[src/rtl/spram_burst_master.sv]
// rtl/spram_burst_master.sv - burst read/write initiator for the spram single-port RAM
module spram_burst_master #(
    parameter int ADDR_WIDTH = 10,
    parameter int DATA_WIDTH = 16,
    parameter int LEN_WIDTH  = 8
) (
    input  logic                  in_clock,
    input  logic                  in_reset_n,
    input  logic                  in_cmd_valid,
    output logic                  out_cmd_ready,
    input  logic                  in_cmd_write,
    input  logic [ADDR_WIDTH-1:0] in_cmd_address,
    input  logic [LEN_WIDTH-1:0]  in_cmd_length,
    input  logic                  in_wdata_valid,
    output logic                  out_wdata_ready,
    input  logic [DATA_WIDTH-1:0] in_wdata,
    output logic                  out_rdata_valid,
    input  logic                  in_rdata_ready,
    output logic [DATA_WIDTH-1:0] out_rdata,
    output logic                  out_rdata_last,
    output logic                  out_done,
    output logic                  out_busy,
    output logic                  out_mem_enable,
    output logic                  out_mem_write,
    output logic [ADDR_WIDTH-1:0] out_mem_address,
    output logic [DATA_WIDTH-1:0] out_mem_data,
    input  logic [DATA_WIDTH-1:0] in_mem_data
);

    typedef enum logic [1:0] {
        ST_IDLE  = 2'd0,
        ST_WRITE = 2'd1,
        ST_READ  = 2'd2,
        ST_DRAIN = 2'd3
    } state_t;

    state_t                state;
    logic [ADDR_WIDTH-1:0] addr;
    logic [LEN_WIDTH-1:0]  remaining;

    // Read pipeline: rd_strobe_q marks a read strobe currently on out_mem_*,
    // rd_return_q marks RAM data valid on in_mem_data this cycle.
    logic                  rd_strobe_q;
    logic                  rd_strobe_last_q;
    logic                  rd_return_q;
    logic                  rd_return_last_q;

    // Two-entry return FIFO; the head drives out_rdata directly.
    logic [DATA_WIDTH-1:0] fifo_data [2];
    logic [1:0]            fifo_last;
    logic                  wr_ptr;
    logic                  rd_ptr;
    logic [1:0]            fifo_count;

    logic                  cmd_fire;
    logic                  wdata_fire;
    logic                  pop;
    logic [2:0]            credit;
    logic                  issue;
    logic                  rd_start;
    logic                  rd_issue;
    logic                  rd_issue_last;

    assign out_cmd_ready   = in_reset_n && (state == ST_IDLE);
    assign out_wdata_ready = in_reset_n && (state == ST_WRITE);
    assign out_busy        = (state != ST_IDLE);
    assign out_rdata_valid = (fifo_count != 2'd0);
    assign out_rdata       = fifo_data[rd_ptr];
    assign out_rdata_last  = out_rdata_valid && fifo_last[rd_ptr];

    assign cmd_fire   = in_cmd_valid && out_cmd_ready;
    assign wdata_fire = in_wdata_valid && out_wdata_ready;
    assign pop        = out_rdata_valid && in_rdata_ready;

    // Every read on the bus or in the RAM pipe holds a FIFO slot, so the FIFO
    // can never be asked to take a third word.
    assign credit = 3'(fifo_count) + 3'(rd_strobe_q) + 3'(rd_return_q) - 3'(pop);
    assign issue  = (state == ST_READ) && (credit < 3'd2);

    // A read burst issues its first strobe straight from the accept cycle; the
    // pipeline and FIFO are always empty then, so no credit check is needed.
    assign rd_start      = cmd_fire && !in_cmd_write;
    assign rd_issue      = rd_start || issue;
    assign rd_issue_last = rd_start ? (in_cmd_length == '0) : (remaining == '0);

    // Burst sequencing and registered memory strobes.
    always_ff @(posedge in_clock) begin
        if (!in_reset_n) begin
            state           <= ST_IDLE;
            addr            <= '0;
            remaining       <= '0;
            out_mem_enable  <= 1'b0;
            out_mem_write   <= 1'b0;
            out_mem_address <= '0;
            out_mem_data    <= '0;
            out_done        <= 1'b0;
        end else begin
            out_mem_enable <= 1'b0;
            out_mem_write  <= 1'b0;
            out_done       <= 1'b0;
            case (state)
                ST_IDLE: begin
                    if (cmd_fire) begin
                        if (in_cmd_write) begin
                            addr      <= in_cmd_address;
                            remaining <= in_cmd_length;
                            state     <= ST_WRITE;
                        end else begin
                            out_mem_enable  <= 1'b1;
                            out_mem_address <= in_cmd_address;
                            addr            <= in_cmd_address + ADDR_WIDTH'(1);
                            remaining       <= in_cmd_length - LEN_WIDTH'(1);
                            state           <= (in_cmd_length == '0) ? ST_DRAIN : ST_READ;
                        end
                    end
                end
                ST_WRITE: begin
                    if (wdata_fire) begin
                        out_mem_enable  <= 1'b1;
                        out_mem_write   <= 1'b1;
                        out_mem_address <= addr;
                        out_mem_data    <= in_wdata;
                        addr            <= addr + ADDR_WIDTH'(1);
                        remaining       <= remaining - LEN_WIDTH'(1);
                        if (remaining == '0) begin
                            out_done <= 1'b1;
                            state    <= ST_IDLE;
                        end
                    end
                end
                ST_READ: begin
                    if (issue) begin
                        out_mem_enable  <= 1'b1;
                        out_mem_address <= addr;
                        addr            <= addr + ADDR_WIDTH'(1);
                        remaining       <= remaining - LEN_WIDTH'(1);
                        if (remaining == '0) begin
                            state <= ST_DRAIN;
                        end
                    end
                end
                ST_DRAIN: begin
                    // The tagged word is the last one issued, so its handshake
                    // means the pipe and FIFO are now empty.
                    if (pop && out_rdata_last) begin
                        out_done <= 1'b1;
                        state    <= ST_IDLE;
                    end
                end
                default: state <= ST_IDLE;
            endcase
        end
    end

    // Read-latency tracking and the return FIFO; reset discards in-flight data.
    always_ff @(posedge in_clock) begin
        if (!in_reset_n) begin
            rd_strobe_q      <= 1'b0;
            rd_strobe_last_q <= 1'b0;
            rd_return_q      <= 1'b0;
            rd_return_last_q <= 1'b0;
            fifo_data[0]     <= '0;
            fifo_data[1]     <= '0;
            fifo_last        <= '0;
            wr_ptr           <= 1'b0;
            rd_ptr           <= 1'b0;
            fifo_count       <= 2'd0;
        end else begin
            rd_strobe_q      <= rd_issue;
            rd_strobe_last_q <= rd_issue && rd_issue_last;
            rd_return_q      <= rd_strobe_q;
            rd_return_last_q <= rd_strobe_last_q;
            if (rd_return_q) begin
                fifo_data[wr_ptr] <= in_mem_data;
                fifo_last[wr_ptr] <= rd_return_last_q;
                wr_ptr            <= ~wr_ptr;
            end
            if (pop) begin
                rd_ptr <= ~rd_ptr;
            end
            fifo_count <= fifo_count + 2'(rd_return_q) - 2'(pop);
        end
    end

endmodule

[config.mk]
export PLATFORM = sky130hd
export DESIGN_NAME = spram_burst_master
export DESIGN_NICKNAME = d
export VERILOG_FILES = /design/src/rtl/spram_burst_master.sv
export SDC_FILE = /design/constraint.sdc
export NUM_CORES = 1
export LEC_CHECK = 0
export ABC_AREA = 1
export BUFFER_PORTS_ARGS = -buffer_cell sky130_fd_sc_hd__buf_2
export CORE_MARGIN = 5
export CORE_UTILIZATION = 49
export CTS_CLUSTER_DIAMETER = 50
export DETAILED_ROUTE_END_ITERATION = 6
export PLACE_DENSITY = 0.79
export SLEW_MARGIN = 20
export SYNTH_ARGS = -nofsm -noshare
export SYNTH_HDL_FRONTEND = slang
export SYNTH_SLANG_ARGS = --single-unit
[constraint.sdc]
create_clock -name in_clock -period 2.7 [get_ports in_clock]
set_clock_uncertainty 0.1 [all_clocks]
set_input_delay 0.135 -clock in_clock [delete_from_list [all_inputs] [get_ports in_clock]]
set_output_delay 0.135 -clock in_clock [all_outputs]
set_load 0.01 [all_outputs]
Yosys cells after proc, flatten, opt, wreduce, memory -nomap -nowiden
Memory sizes are Yosys's and may differ from the RTL's. A register that Yosys moved wholly into a read port is not among the register bits. Index checks and enable logic that the tools add are counted.

Memories: 1. Bits in registers: 59. Memory bits (writable): 32. Logic and storage cells: 115. Input port bits: 56.

Bitwise logic cells: 2. Mux-type cells: 48. $add $sub $neg: 9. Equal/unequal tests: 10. Reduce and logical (&&, ||, !) cells: 25. Magnitude comparators: 4.

Memories: fifo_data (words 2, width 16, rd ports 1, clocked after memory_dff 1, write ports 2, line 49) `logic [DATA_WIDTH-1:0] fifo_data [2];`.

Operators by type and width (number): 10-bit two-way mux (8); 10-bit case mux with 3 select lines (2); 8-bit two-way mux (4); 8-bit case mux with 3 select lines (1); 10-bit by 1-bit adder with 10-bit output, second input constant (2); 1-bit two-way mux (20); 8-bit zero test (2); 16-bit two-way mux (1); 16-bit OR reduction (1); 8-bit by 1-bit subtractor with 8-bit output, second input constant (2); 2-bit two-way mux (7); 1-bit logical AND (11); 2-bit != test, second input constant (5); 2-bit case mux with 4 select lines (1); 6-bit AND reduction (1); 5-bit AND reduction (1); 2-bit == test, second input constant (2); 1-bit by 2-bit less-than comparator with 1-bit output, second input constant (2); 2-bit by 1-bit != test with 1-bit output, second input constant (2); 2-bit AND reduction (2); 4-bit AND reduction (1); 2-bit nonzero test (2); 2-bit by 1-bit adder with 3-bit output (1); 3-bit by 1-bit adder with 3-bit output (1); 15 further kinds (16).

Logic depth before layout (Yosys ltp)
Word-level depth: 7. Depth in mapped cells: 18.

Worst setup path before layout
Ideal clock, no wire load.

Path type: register to register. Start: reg fifo_count[1]. End: reg addr[8]. Data required time: 2.491 ns. Clock period less this slack: 2.925 ns. Cell stages (with the launch flop): 17. Setup time: 0.109 ns. Arrival: 2.716 ns. Setup slack: -0.225 ns. Path through: dfxtp_1 -> inv_1 -> nand2_1 -> nand2_1 -> inv_1 -> ha_1 -> inv_1 -> ha_1 -> a21o_1 -> fa_1 -> inv_1 -> nand4_1 -> a21oi_4 -> buf_6 -> nand3_1 -> nand2_1 -> inv_1.

Word-level cells in the longest chain between the ends: 7. Elaborated cells on any way between the ends: 9. Those cells by class: add/sub: 3; order compare: 1; eq/ne: 1; reduce/logical: 4.

RTL lines: start, declared (line 53) `logic [1:0] fifo_count;`; start signal, assigned (line 181) `fifo_count <= fifo_count + 2'(rd_return_q) - 2'(pop);`; 2-bit nonzero test (line 67) `assign out_rdata_valid = (fifo_count != 2'd0);`; via out_rdata_valid (line 17) `output logic out_rdata_valid,`; 1-bit logical AND (line 73) `assign pop = out_rdata_valid && in_rdata_ready;`; via pop (line 57) `logic pop;`; 3-bit by 1-bit subtractor with 3-bit output (line 77) `assign credit = 3'(fifo_count) + 3'(rd_strobe_q) + 3'(rd_return_q) - 3'(pop);`; 3-bit by 2-bit less-than comparator with 1-bit output (line 78) `assign issue = (state == ST_READ) && (credit < 3'd2);`; 1-bit logical AND (line 78); 2-bit != test (no line); 4-bit AND reduction (no line); end signal, assigned (line 105) `addr <= in_cmd_address;`; end signal, assigned (line 111) `addr <= in_cmd_address + ADDR_WIDTH'(1);`; end signal, assigned (line 123) `addr <= addr + ADDR_WIDTH'(1);`; end, declared (line 38) `logic [ADDR_WIDTH-1:0] addr;`.

The timed path passes the listed nets, and every way through them passes these cells. A chain may end at the register's enable or synchronous reset.

Final worst setup path
Start: reg fifo_count[1]. End: reg remaining[3].

Word-level cells in the longest chain between the ends: 7. Elaborated cells on any way between the ends: 9. Those cells by class: add/sub: 3; order compare: 1; eq/ne: 1; reduce/logical: 4.

RTL lines: 2-bit nonzero test (line 67); 1-bit logical AND (line 73); via pop (line 57); 3-bit by 1-bit subtractor with 3-bit output (line 77); 3-bit by 2-bit less-than comparator with 1-bit output (line 78); 1-bit logical AND (line 78); 2-bit != test (no line); 4-bit AND reduction (no line); end signal, assigned (line 106) `remaining <= in_cmd_length;`; end signal, assigned (line 112) `remaining <= in_cmd_length - LEN_WIDTH'(1);`; end signal, assigned (line 124) `remaining <= remaining - LEN_WIDTH'(1);`; end, declared (line 39) `logic [LEN_WIDTH-1:0] remaining;`.

The timed path passes the listed nets, and every way through them passes these cells.

==> results.json <==
{
  "status": "finished with violations",
  "violations": "negative setup slack",
  "synth_area_um2": 4760,
  "clkTransAtPathRegs_ns": 0.09,
  "period_needed_ns": 2.74,
  "arrival_ns": 2.92,
  "critPathLaunch": "fifo_count[1]$_SDFF_PN0_",
  "pwr-share-clk_pct": 12.6,
  "initial_core_util_pct": 49.4,
  "slew_viol_final": 0,
  "num_vias": 4693,
  "drcViolationCount": 0,
  "seqPwrFrac_pct": 30.1,
  "antenna_found_initial": 0,
  "layout-drive-gt1-share_pct": 28.2,
  "synth_cells": 631,
  "cts_tree": "yes",
  "dp_hpwl_um": 8330,
  "root_buffer": "clkbuf_8",
  "start_kind": "flip-flop",
  "drtIter0Drc": 245,
  "synth_top_area_share_pct": 25.2,
  "synth.area.top_cells": "dfxtp_1, edfxtp_1, nand2_1",
  "fp.dieH_um": 109,
  "core_um2": 9640,
  "switching_share_pct": 44.4,
  "overflow": 0,
  "intPower_uw": 3700,
  "irDropWorstVdd_mv": 0.636,
  "path_max_fanout": 8,
  "leakage_uw": 0.00311,
  "crit_path_end_kind": "flip-flop",
  "finalCritPeriodShare_pct": 101,
  "die-area_um2": 11800,
  "gp_congestion": 0.805,
  "maxCapViolCount": 0,
  "track_usage_pct": 21.0,
  "via_per_inst": 5.08,
  "reg2reg_from": "fifo_count[1]$_SDFF_PN0_",
  "hold_path.class": "input port to flip-flop",
  "clk_path_buf_depth": 2,
  "crit_type": "flip-flop to flip-flop",
  "area_delta_synth_final_pct": 32.8,
  "min-delay-start": "in_mem_data[11]",
  "ys.flop_type": "dfxtp_1",
  "crit_required_ns": 2.88,
  "p_sw_uw": 2960,
  "fillers": 793,
  "power_per_cell_area_nw_per_um2": 1050,
  "routed_wl_um": 12500,
  "rsz0062_at_grt": "true",
  "seq_area_frac_synth_pct": 45.4,
  "comb_power_share_pct": 57.4,
  "die_w_um": 109,
  "synth_cell_types": 36,
  "wl_per_cell_um": 13.6,
  "ys.warnings.count": 0,
  "cts_made_buffers": 9,
  "synth_edf_count": 32,
  "htreeDepth": 3,
  "nets": 854,
  "clk_latency_ns": 0.35,
  "fin_ws_ns": -0.0390,
  "grt_pass1_wl_um": 19900,
  "setup-violations-final": 14,
  "ys_seq_elements": 92,
  "synthArstFlopShare_pct": 0,
  "port_buffers": 105,
  "final_util_pct": 65.6,
  "ios": 106,
  "final.setup.tns_ns": -0.281,
  "core.rowCount": 36,
  "finalHoldViolCount": 0,
  "avgSynthCellArea_um2": 7.55,
  "detail-route-antenna-nets": 0,
  "fmaxAchievable_ghz": 0.365,
  "synth_area_leader_cell": "dfxtp_1",
  "syn_nets": 700,
  "insertedDiodeCount": 0,
  "slew-limit-headroom_pct": 49.7,
  "place_worst_setup_slack_ns": -0.164,
  "grt_max_degree": 34,
  "grt_pass1_vias": 4424,
  "drt_pass1_iterations": 4,
  "worst_slew_pin_slew_ns": 0.753,
  "whs_ns": 0.0208,
  "cts.sinks": 92
}
## kinds of logic (layout without fill, tap and decap cells)
| logic type | Yosys count | in the layout | synth area share [%] |
|---|---|---|---|
| XOR/XNOR | 8 | 8 | 1.47 |
| buffers and inverters | 108 | 266 | 8.98 |
| multiplexers | 17 | 17 | 3.99 |
| flip-flops | 92 | 92 | 45.4 |
| AND/OR/NAND/NOR | 300 | 301 | 26.2 |
| adder cells (fa/ha/maj) | 13 | 13 | 3.57 |
| AO/OA/AOI/OAI | 93 | 93 | 10.4 |
## critical path, cell delays in order (launching register included)
cell       delay [ns]
dfxtp_2          0.33
inv_2            0.07
nand2_4          0.05
nand2_4          0.07
inv_4            0.04
ha_4             0.25
inv_2            0.04
ha_4             0.19
a21o_1           0.16
fa_2             0.53
inv_2            0.04
nand4_1          0.12
a21oi_4          0.08
buf_12           0.17
clkbuf_16        0.16
buf_4            0.13
a21oi_2          0.13
## flip-flops by register name, summed over array words and instances, names as in the netlist, 2 cells and up, named ones only
register         count
fifo_last            2
fifo_count           2
remaining            8
out_mem_address     10
fifo_data           32
out_mem_data        16
state                2
addr                10
## cell usage after synthesis, types with 2 or more instances
cell and instances:
a21oi_1 36, buf_6 2, clkbuf_1 18, clkinv_1 2, dfxtp_1 60, edfxtp_1 32, ha_1 12, inv_1 82
mux2_2 16, nand2_1 137, nand2_2 3, nand3_1 50, nand4_1 7, nor2_1 95, nor3_1 2, o21ai_0 48
o22ai_1 3, or2_2 2, xnor2_1 2, xor2_1 6
## per-layer routing
layer	track usage [%]	wire length (µm)	share of wire, %
met1	25.6	5070	40
met2	36.7	6460	52
met3	4.30	755	6.0
met4	7.12	236	1.9
met5	0	0	0
## per-stage QoR
| step | instance area (µm²) | std cells | total power (µW) |
|---|---|---|---|
| after floorplan | 4810 | 631 | 4030 |
| after global placement | 5530 | 864 | 4760 |
| after detailed placement | 5530 | 864 | 4880 |
| after CTS | 6130 | 916 | 6110 |
| after global routing | 6330 | 923 | 7180 |
| final | 6330 | 923 | 6660 |
## area by class of cell
cell class	instances	area [µm²]	area share, %
inverters	85	324	5.12
clock buffers	9	124	1.96
clock inverters	7	52.6	0.831
repair buffers	165	1110	17.6
flip-flops and latches	92	2160	34.2
multi-input cells	432	2380	37.7
well taps	133	166	2.63
## worst paths after layout
path / slack, ns / cells past startpoint / end
worst max-delay path: -0.04 / 16 / remaining[3]$_SDFFE_PN0P_
worst min-delay path: 0.02 / 3 / fifo_data[1][11]$_SDFFCE_PN0P_
worst max register to register: -0.04 / 16 / remaining[3]$_SDFFE_PN0P_
worst min register to register: 0.33 / 2 / rd_return_last_q$_SDFF_PN0_
## layout by cell type, fill, tap and decap left out, drive strengths merged, types with 2 or more instances in the layout
cell type    Yosys  layout
xnor2            2       2
edfxtp          32      32
o22ai            3       3
a21oi           37      37
nand3           51      51
dfxtp           60      60
nor3             2       2
nand4            7       7
clkbuf          18      10
clkinvlp         0       3
ha              12      12
xor2             6       6
inv             83      84
or2              2       2
buf              5     135
mux2            16      16
clkinv           2       5
nand2          140     140
o21ai           49      49
nor2            96      97
dlygate4sd3      0      29
## power groups by stage
| stage | Sequential, µW | Clock (µW) | Combinational [µW] |
|---|---|---|---|
| after global placement | 1990 | 0 | 2770 |
| after detailed placement | 2000 | 0 | 2880 |
| final | 2000 | 836 | 3820 |
| after floorplan | 1960 | 0 | 2080 |
| after CTS | 1980 | 854 | 3280 |
| after global routing | 2040 | 933 | 4210 |
## what timing repair did
| item | CTS | global route |
|---|---|---|
| gates resized for setup | 20 | 49 |
| setup buffers | 6 | 6 |
| endpoints found under the setup margin | 25 | 29 |
| pin swaps | 9 | 7 |
| endpoints found under the hold margin | 37 | 0 |
| hold buffers | 29 | 0 |
| gates cloned | 1 | 1 |
Note: power is estimated with default switching activity, not from simulation.
